$ cat src/rtl/washer_pkg.sv
// Shared washer definitions: beep sequencer state encoding and default timing constants.
package washer_pkg;

  typedef enum logic [1:0] {
    IDLE = 2'd0,
    ON   = 2'd1,
    OFF  = 2'd2
  } beepState_e;

  // 1 ms tick at a 50 MHz system clock.
  localparam int TICK_DIV_1MS = 50000;
  localparam int BEEP_ON_DEF  = 200;
  localparam int BEEP_OFF_DEF = 200;
  localparam int BEEP_CNT_W   = 4;
  localparam int TONE_DIV_DEF = 25000;

endpackage

$ cat src/rtl/beep_sequencer_if.sv
// Request/status bundle between the controllers and the beep sequencer.
interface beep_sequencer_if
  import washer_pkg::*;
#(
  parameter int CNT_W = BEEP_CNT_W
);

  logic             req;
  logic [CNT_W-1:0] count;
  logic             abort;
  logic             bee;
  logic             busy;
  logic             done;
  logic [CNT_W-1:0] remaining;

  modport master (
    output req, count, abort,
    input  bee, busy, done, remaining
  );

  modport slave (
    input  req, count, abort,
    output bee, busy, done, remaining
  );

endinterface

$ cat src/rtl/beep_sequencer_tick_prescaler.sv
// Free-running clock divider: one-cycle tick every TICK_DIV clocks, restartable via clr.
module tick_prescaler
  import washer_pkg::*;
#(
  parameter int TICK_DIV = TICK_DIV_1MS
) (
  input  logic clk,
  input  logic rst_n,
  input  logic clr,
  output logic tick
);

  localparam int W = $clog2(TICK_DIV);

  logic [W-1:0] cnt;

  // Decoded from the counter only, so clr may safely depend on tick.
  assign tick = (cnt == W'(TICK_DIV - 1));

  // NOTE: state registers use non-blocking assignments so every flop samples pre-edge values.
  always_ff @(posedge clk or negedge rst_n) begin
    if (!rst_n) begin
      cnt <= '0;
    end else if (clr || tick) begin
      cnt <= '0;
    end else begin
      cnt <= cnt + 1'b1;
    end
  end

endmodule

$ cat src/rtl/beep_sequencer.sv
// Beep sequencer: turns a one-cycle request carrying a count into timed ON/OFF beeps.
// Optional BEEP_TONE_EN: bee toggles every TONE_DIV cycles during ON to drive a passive piezo.
module beep_sequencer
  import washer_pkg::*;
#(
  parameter int TICK_DIV  = TICK_DIV_1MS,
  parameter int ON_TICKS  = BEEP_ON_DEF,
  parameter int OFF_TICKS = BEEP_OFF_DEF,
  parameter int CNT_W     = BEEP_CNT_W,
  parameter int TONE_DIV  = TONE_DIV_DEF
) (
  input  logic             clk,
  input  logic             rst_n,
  beep_sequencer_if.slave  bus
);

  localparam int MAX_TICKS = (ON_TICKS > OFF_TICKS) ? ON_TICKS : OFF_TICKS;
  localparam int TW        = $clog2(MAX_TICKS + 1);

  beepState_e       state, stateNext;
  logic [CNT_W-1:0] remaining, remainingNext;
  logic [TW-1:0]    tickCnt, tickCntNext;
  logic             done, doneNext;
  logic             bee, beeNext;
  logic             busy;
  logic             tick;
  logic             prescClr;

  tick_prescaler #(.TICK_DIV(TICK_DIV)) uPrescaler (
    .clk   (clk),
    .rst_n (rst_n),
    .clr   (prescClr),
    .tick  (tick)
  );

  // NOTE: every signal written here gets a default first, so no path can infer a latch.
  always_comb begin
    stateNext     = state;
    remainingNext = remaining;
    tickCntNext   = tick ? tickCnt + 1'b1 : tickCnt;
    doneNext      = 1'b0;
    prescClr      = 1'b0;

    case (state)
      IDLE: begin
        // Timebase held at zero so the first ON phase starts exactly on entry.
        prescClr    = 1'b1;
        tickCntNext = '0;
        if (bus.req && (bus.count != '0)) begin
          stateNext     = ON;
          remainingNext = bus.count;
        end
      end
      ON: begin
        if (tick && (tickCnt == TW'(ON_TICKS - 1))) begin
          prescClr    = 1'b1;
          tickCntNext = '0;
          if (remaining > CNT_W'(1)) begin
            remainingNext = remaining - 1'b1;
            stateNext     = OFF;
          end else begin
            remainingNext = '0;
            stateNext     = IDLE;
            doneNext      = 1'b1;
          end
        end
      end
      OFF: begin
        if (tick && (tickCnt == TW'(OFF_TICKS - 1))) begin
          prescClr    = 1'b1;
          tickCntNext = '0;
          stateNext   = ON;
        end
      end
      default: begin
        stateNext     = IDLE;
        remainingNext = '0;
      end
    endcase

    // Abort overrides everything, including a simultaneous request.
    if (bus.abort) begin
      stateNext     = IDLE;
      remainingNext = '0;
      doneNext      = 1'b0;
      prescClr      = 1'b1;
      tickCntNext   = '0;
    end
  end

`ifdef BEEP_TONE_EN
  localparam int TONEW = $clog2(TONE_DIV + 1);

  logic [TONEW-1:0] toneCnt;
  logic             toneWrap;
  logic             onEntry;

  assign toneWrap = (toneCnt == TONEW'(TONE_DIV - 1));
  assign onEntry  = (stateNext == ON) && (state != ON);

  always_comb begin
    beeNext = 1'b0;
    if (stateNext == ON) begin
      if (onEntry)       beeNext = 1'b1;
      else if (toneWrap) beeNext = ~bee;
      else               beeNext = bee;
    end
  end

  always_ff @(posedge clk or negedge rst_n) begin
    if (!rst_n) begin
      toneCnt <= '0;
    end else if ((stateNext != ON) || onEntry || toneWrap) begin
      toneCnt <= '0;
    end else begin
      toneCnt <= toneCnt + 1'b1;
    end
  end
`else
  always_comb begin
    beeNext = (stateNext == ON);
  end
`endif

  always_ff @(posedge clk or negedge rst_n) begin
    if (!rst_n) begin
      state     <= IDLE;
      remaining <= '0;
      tickCnt   <= '0;
      done      <= 1'b0;
      bee       <= 1'b0;
      busy      <= 1'b0;
    end else begin
      state     <= stateNext;
      remaining <= remainingNext;
      tickCnt   <= tickCntNext;
      done      <= doneNext;
      bee       <= beeNext;
      busy      <= (stateNext != IDLE);
    end
  end

  assign bus.bee       = bee;
  assign bus.busy      = busy;
  assign bus.done      = done;
  assign bus.remaining = remaining;

endmodule

$ cat src/flat_wrapper.sv
// flat-port wrapper written by rule: the top's interface ports become plain ports
module beep_sequencer_flat import washer_pkg::*;
#(
  parameter int TICK_DIV  = TICK_DIV_1MS,
  parameter int ON_TICKS  = BEEP_ON_DEF,
  parameter int OFF_TICKS = BEEP_OFF_DEF,
  parameter int CNT_W     = BEEP_CNT_W,
  parameter int TONE_DIV  = TONE_DIV_DEF
)
  (clk, rst_n, bus_req, bus_count, bus_abort, bus_bee, bus_busy, bus_done, bus_remaining);
  beep_sequencer_if #(.CNT_W(CNT_W)) bus_i ();
  input  logic clk;
  input  logic rst_n;
  input wire logic [$bits(bus_i.req)-1:0] bus_req;
  input wire logic [$bits(bus_i.count)-1:0] bus_count;
  input wire logic [$bits(bus_i.abort)-1:0] bus_abort;
  output wire logic [$bits(bus_i.bee)-1:0] bus_bee;
  output wire logic [$bits(bus_i.busy)-1:0] bus_busy;
  output wire logic [$bits(bus_i.done)-1:0] bus_done;
  output wire logic [$bits(bus_i.remaining)-1:0] bus_remaining;
  assign bus_i.req = bus_req;
  assign bus_i.count = bus_count;
  assign bus_i.abort = bus_abort;
  assign bus_bee = bus_i.bee;
  assign bus_busy = bus_i.busy;
  assign bus_done = bus_i.done;
  assign bus_remaining = bus_i.remaining;
  beep_sequencer #(.TICK_DIV(TICK_DIV), .ON_TICKS(ON_TICKS), .OFF_TICKS(OFF_TICKS), .CNT_W(CNT_W), .TONE_DIV(TONE_DIV)) u_core (.clk(clk), .rst_n(rst_n), .bus(bus_i));
endmodule
$ cat config.mk
export PLATFORM = sky130hd
export DESIGN_NAME = beep_sequencer_flat
export DESIGN_NICKNAME = d
export VERILOG_FILES = /design/src/rtl/washer_pkg.sv /design/src/rtl/beep_sequencer_if.sv /design/src/rtl/beep_sequencer_tick_prescaler.sv /design/src/rtl/beep_sequencer.sv /design/src/flat_wrapper.sv
export SDC_FILE = /design/constraint.sdc
export NUM_CORES = 1
export LEC_CHECK = 0
export CORE_ASPECT_RATIO = 0.9
export CORE_UTILIZATION = 62
export CTS_CLUSTER_SIZE = 40
export DETAILED_ROUTE_END_ITERATION = 10
export PLACE_DENSITY = 0.84
export SYNTH_ARGS = -nofsm -noshare
export SYNTH_HDL_FRONTEND = slang
export SYNTH_HIERARCHICAL = 1
export SYNTH_SLANG_ARGS = --single-unit
$ cat constraint.sdc
create_clock -name clk -period 3.75 [get_ports clk]
set_input_delay 0.375 -clock clk [delete_from_list [all_inputs] [get_ports clk]]
set_output_delay 0.375 -clock clk [all_outputs]
set_load 0.05 [all_outputs]
* Word-level counts from Yosys, hierarchy flattened *
Index checks and enable logic that the tools add are counted.

storage, ports and cells
  logic and storage cells = 50
  flip-flop bits (word level) = 33
  bits in latches = 0
  memories kept = 0
  bits in writable memories = 0
  memory bits (read-only) = 0

cells by class
  div/mod/pow operators = 0
  reduce and logical (&&, ||, !) cells = 8
  shifts and indexed selects = 0
  bitwise logic cells = 0
  add/subtract/negate cells = 3
  mux-type cells = 23
  magnitude comparators = 1
  equality and inequality tests = 8
  multiply operators = 0

operators by type and width
  kind                   count
  $mux 8                 3
  $add 16x1->16 const B  1
  $eq 16x16->1 const B   1
  $mux 16                1
  $mux 4                 4
  $pmux 8 s2             1
  $pmux 4 s3             1
  $mux 2                 5
  $add 8x1->8 const B    1
  $eq 8x8->1 const B     1
  $mux 1                 6
  $ne 3x2->1 const B     2
  $pmux 2 s3             1
  $eq 2x1->1 const B     2
  $gt 4x1->1 const B     1
  $reduce_bool 4->1      1
  $sub 4x1->4 const B    1
  $reduce_and 3->1       1
  $eq 2x2->1 const B     1
  $logic_and 1x1->1      2
  $logic_not 2->1        1
  $ne 2x2->1 const B     1
  $pmux 1 s2             1
  $reduce_bool 2->1      1
  2 further kinds        2

* Depth between registers and ports, before layout *
  word-level depth = 7
  depth in mapped cells = 12
  gate-level depth less buffers = 9

* By module *
The synthesis kept the hierarchy.

modules (own cells, without submodules)
  module          area an instance (sq um)  cells each  instances  sequential area each (sq um)
  beep_sequencer  1061.0                    111         1          425.4
  tick_prescaler  792.0                     80          1          400.4

* Worst setup path before layout *
OpenSTA, ideal clock, no wires.

  path type = register -> register
  start = reg u_core.uPrescaler.cnt[4]
  end = reg u_core.uPrescaler.cnt[10]
  path buffers = 3
  required time = 3.631 ns
  arrival time = 2.391 ns
  slack = 1.240 ns
  setup time = 0.119 ns
  cell stages (with the launch flop) = 12
  path through = dfrtp_1 > or4b_1 > nor4_2 > buf_2 > nand3_1 > nor4_1 > a21oi_1 > o21bai_1 > or2_1 > buf_6 > buf_6 > nor2_1

between the ends
  word-level cells in the longest chain between the ends = 7
  elaborated cells on any way between the ends = 8
  classes of those cells = 1 x add/sub; 1 x eq/ne; 4 x mux; 2 x reduce/logical

RTL lines
  element                   RTL line                                    RTL
  start: declaration        beep_sequencer_tick_prescaler.sv:15         logic [W-1:0] cnt;
  start signal: assignment  beep_sequencer_tick_prescaler.sv:27         cnt <= cnt + 1'b1;
  $eq 16x16->1              beep_sequencer_tick_prescaler.sv:18         assign tick = (cnt == W'(TICK_DIV - 1));
  net u_core.tick           beep_sequencer.sv:26                        logic tick;
  $logic_and 1x1->1         beep_sequencer.sv:55, beep_sequencer.sv:69
  $mux 1                    beep_sequencer.sv:55, beep_sequencer.sv:69
  $pmux 1 s2                beep_sequencer.sv:44                        case (state)
  $mux 1                    beep_sequencer.sv:82                        if (bus.abort) begin
  net u_core.prescClr       beep_sequencer.sv:27                        logic prescClr;
  $logic_or 1x1->1          beep_sequencer_tick_prescaler.sv:24         end else if (clr || tick) begin
  $mux 16                   beep_sequencer_tick_prescaler.sv:24

The timed path passes the listed nets, and every way through them passes these cells.
A chain may end at the register's enable or synchronous reset.

* Final worst setup path *
  start = reg u_core.uPrescaler.cnt[5]
  end = reg u_core.uPrescaler.cnt[5]

The elaborated chain is that of the path after synthesis.

==> results summary <==
The final critical-path setup slack came out at 753.0 ps. For this run, design rule violations remaining after detail routing come to 0. The core region is 2793 um2. TritonCTS created 5 clock buffers. In the synthesized netlist the dominant register cell turns out to be sky130_fd_sc_hd__dfrtp_1. The number of distinct standard cells referenced by the synthesized netlist is 41. The worst slack at placement came out at 807.0 ps. Ranked by total cell area, the synthesized netlist is headed by sky130_fd_sc_hd__dfrtp_1 45%, sky130_fd_sc_hd__xnor2_1 8.5%, sky130_fd_sc_hd__nor2_1 6.3%. The post-CTS clock slew at the launch and capture registers of the worst setup and hold paths is 100 ps.

From left edge to right edge, the die measures 59.63 um. The fill cell instance count of the final layout came out at 214. The overflow left after global routing came out at 0. The data arrival time of the critical path is 3200 ps.

15 I/O pins were placed. The number of enable-type register cells in the synthesized netlist is 0. The global-route usage over all layers is 25.13%.

The final setup violation count came out at 0. The analysis attributes to net switching a power of 0.2100 mW. The clock skew after layout came out at 5.322 ps.

Final hold analysis gives a worst-case slack of 414.2 ps. The tool flagged a number of max-cap violations equal to 0. The largest buffer count on any clock path came out at 2. After detailed routing, the total wire length is 3.650 mm. The number of global-route vias before repair is 1319. The effective utilization at floorplan came out at 66.35%. STA classifies the critical path endpoint as a flip-flop.

After technology mapping, the gate count stands at 191. The maximum clock frequency came out at 333.7 MHz. The length of the first detailed-routing pass in iterations is 4. STA classifies the critical path startpoint as a flip-flop. The mean area per synthesized cell came out at 9.702 um2.

The slew at the pin closest to its max-slew limit is 569.2 ps. The share of the core filled with cells in the final layout came out at 74.28%. The footprint of the multi-input gates came out at 950.9 um2. The total vias in the final route is 1449.

VDD sags by at most 263.7 uV. The number of buffers inserted by post-CTS setup repair came out at 0. The headroom to the max-slew limit came out at 61.96%. The share of cells above drive strength 1 came out at 7.143%. CTS placed an instance of sky130_fd_sc_hd__clkbuf_4 at the clock tree root. The flow ran to the end, and the final reports show no timing, DRC or antenna violations. The clock network fraction of design power came out at 26.7%.

Routability-driven placement finished with a final weighted congestion of 0.8199. Synthesis produced a netlist with a net count of 207. For the finished layout, the period the worst path requires is 2997 ps. The type of the worst setup path is reg -> reg. The area of the die is 3212 um2.

The DRC marker count from the first detailed-route iteration is 82. The wire-length estimate of the detail-placed layout is 2.628 mm. The area of all sequential standard cells is 825.8 um2. In the final design database the tool counted 225 nets.

The sequential fraction of the synthesis area is 44.56%. The number of antenna repair diodes came out at 0. The count of buffers from port buffering is 14. The area overhead of the layout relative to synthesis is 11.95%. The part of the cycle the worst path needs is 79.92%. In this run, synthesis produced a sequential element count of 33. Setup repair after global routing left no endpoint under its margin.

The post-layout total power came out at 0.7000 mW. The clock insertion delay at the later pin of the skew report is 340 ps. Internal power comes to 0.4900 mW. The global-route wire length before repair came out at 5.754 mm. Sequential cells burn 53.6% of the power. The number of synthesis warnings came out at 6. In this run the worst hold path is classified as in -> async. The total power per unit cell area is 337.4 nW/um2. The area share of the leading cell type in the synthesized netlist is 44.56%. The number of pins exceeding their max-slew limit in the final report came out at 0. The commonest cells after synthesis are 33 x sky130_fd_sc_hd__dfrtp_1, 31 x sky130_fd_sc_hd__nor2_1, 18 x sky130_fd_sc_hd__xnor2_1, 11 x sky130_fd_sc_hd__inv_1. Summed over all instances, the cell type with the most area after synthesis is sky130_fd_sc_hd__dfrtp_1.

The mapped netlist covers 1853 um2. In the post-synthesis netlist, the cell with the most instances is sky130_fd_sc_hd__dfrtp_1. STA puts the critical path data required time at 3950 ps. The count of endpoints failing hold in the final timing report is 0.

The post-route setup TNS came out at 0 ps. The height of the chip came out at 53.87 um. The fraction of synthesis flops using an asynchronous set or reset pin came out at 100.0%. The number of cell rows is 18. The clock net in this run drives a total of 33 sinks. The initial antenna violation count is 0.

The number of nets still failing antenna checks after routing is 0. In this run, post-CTS repair resized a total of 0 instances. The average vias per placed instance came out at 5.796. The combinational fraction of design power came out at 19.6%. In this run the number of H-tree levels came out at 2.

The largest net degree at the start of global routing is 34. After detailed routing, the average wire length per cell comes to 14.60 um. The leakage power summed over all cells came out at 0.7968 nW. The TritonCTS clock tree is built. The maximum fanout along the worst path came out at 15.

Net switching is 30.00% of the power. The cts-stage hold buffer count is 0.
-- worst max-delay path, stage by stage (launching register included) --
cell	delay, ps
sky130_fd_sc_hd__dfrtp_1	430
sky130_fd_sc_hd__or4b_1	550
sky130_fd_sc_hd__nor4_2	290
sky130_fd_sc_hd__buf_4	210
sky130_fd_sc_hd__nand3_1	100
sky130_fd_sc_hd__nor4_1	400
sky130_fd_sc_hd__a21oi_1	140
sky130_fd_sc_hd__o21bai_1	180
sky130_fd_sc_hd__or2_1	450
sky130_fd_sc_hd__nor2_1	120
-- per-stage QoR --
stage	std cells	cell area [um2]
3_5_place_dp	242	2023
3_3_place_gp	242	2023
4_1_cts	250	2074
6_report	250	2074
2_1_floorplan	191	1853
5_1_grt	250	2074
-- path summary, 6_finish.rpt --
path	start	slack (ps)	cells past startpoint	end
max	u_core/uPrescaler/cnt[5]$_DFF_PN0_	750	9	u_core/uPrescaler/cnt[5]$_DFF_PN0_
min	rst_n	410	2	u_core/bus.done$_DFF_PN0_
max reg2reg	u_core/uPrescaler/cnt[5]$_DFF_PN0_	750	9	u_core/uPrescaler/cnt[5]$_DFF_PN0_
min reg2reg	u_core/uPrescaler/cnt[0]$_DFF_PN0_	490	1	u_core/uPrescaler/cnt[0]$_DFF_PN0_
max in group asynchronous	rst_n	3040	2	u_core/tickCnt[5]$_DFF_PN0_
min in group clk	u_core/uPrescaler/cnt[0]$_DFF_PN0_	490	1	u_core/uPrescaler/cnt[0]$_DFF_PN0_
-- power groups by stage --
| stage | clock network [mW] | registers, mW | logic [mW] |
|---|---|---|---|
| after detailed placement | 0 | 0.383 | 0.136 |
| after CTS | 0.193 | 0.376 | 0.137 |
| after global routing | 0.212 | 0.377 | 0.150 |
| after floorplan | 0 | 0.409 | 0.0653 |
| after global placement | 0 | 0.382 | 0.132 |
| final | 0.187 | 0.375 | 0.137 |
-- cell usage in the layout, fill, tap and decap left out, types with 5 or more instances in the layout --
master	count
sky130_fd_sc_hd__nand2_1	8
sky130_fd_sc_hd__clkbuf_4	5
sky130_fd_sc_hd__dfrtp_1	33
sky130_fd_sc_hd__ha_1	8
sky130_fd_sc_hd__xnor2_1	18
sky130_fd_sc_hd__a21oi_1	7
sky130_fd_sc_hd__nor2_1	31
sky130_fd_sc_hd__nand3_1	8
sky130_fd_sc_hd__nor3_1	6
sky130_fd_sc_hd__clkdlybuf4s50_1	14
sky130_fd_sc_hd__inv_1	11
sky130_fd_sc_hd__nor4_1	6
sky130_fd_sc_hd__nand4_1	6
-- cell type report --
cell class / count / share of cell area, %
Inverter: 11 / 1.990
Sequential cell: 33 / 39.81
Multi-Input combinational cell: 142 / 45.84
Clock inverter: 2 / 0.4825
Clock buffer: 6 / 1.990
Tap cell: 40 / 2.413
Timing Repair Buffer: 16 / 7.479
-- routing by layer --
layer / global-route usage, % / vias up / part of all wire (%)
met5: 0 / - / 0
met4: 12.40 / 0 / 1.5
met3: 7.692 / 5 / 5.1
met2: 38.39 / 42 / 46
met1: 32.57 / 688 / 47
li1: - / 714 / -
-- registers in the layout, indices dropped and copies added, names as in the netlist --
register and cells:
u_core/bus.remaining 4, u_core/tickCnt 8, u_core/bus.done 1, u_core/state 2, u_core/bus.busy 1, u_core/uPrescaler/cnt 16, u_core/bus.bee 1
-- cells by family (layout without fill, tap and decap cells) --
group / Yosys count / count (layout) / synth area share [%]
xor+xnor: 22 / 22 / 10.40
flops: 33 / 33 / 44.56
simple gates: 80 / 80 / 23.23
mux: 1 / 1 / 0.5402
compound gates: 31 / 31 / 11.75
buf+inv: 16 / 35 / 4.119
fa+ha+maj: 8 / 8 / 5.402
No activity file was read; power rests on OpenSTA's default activity.
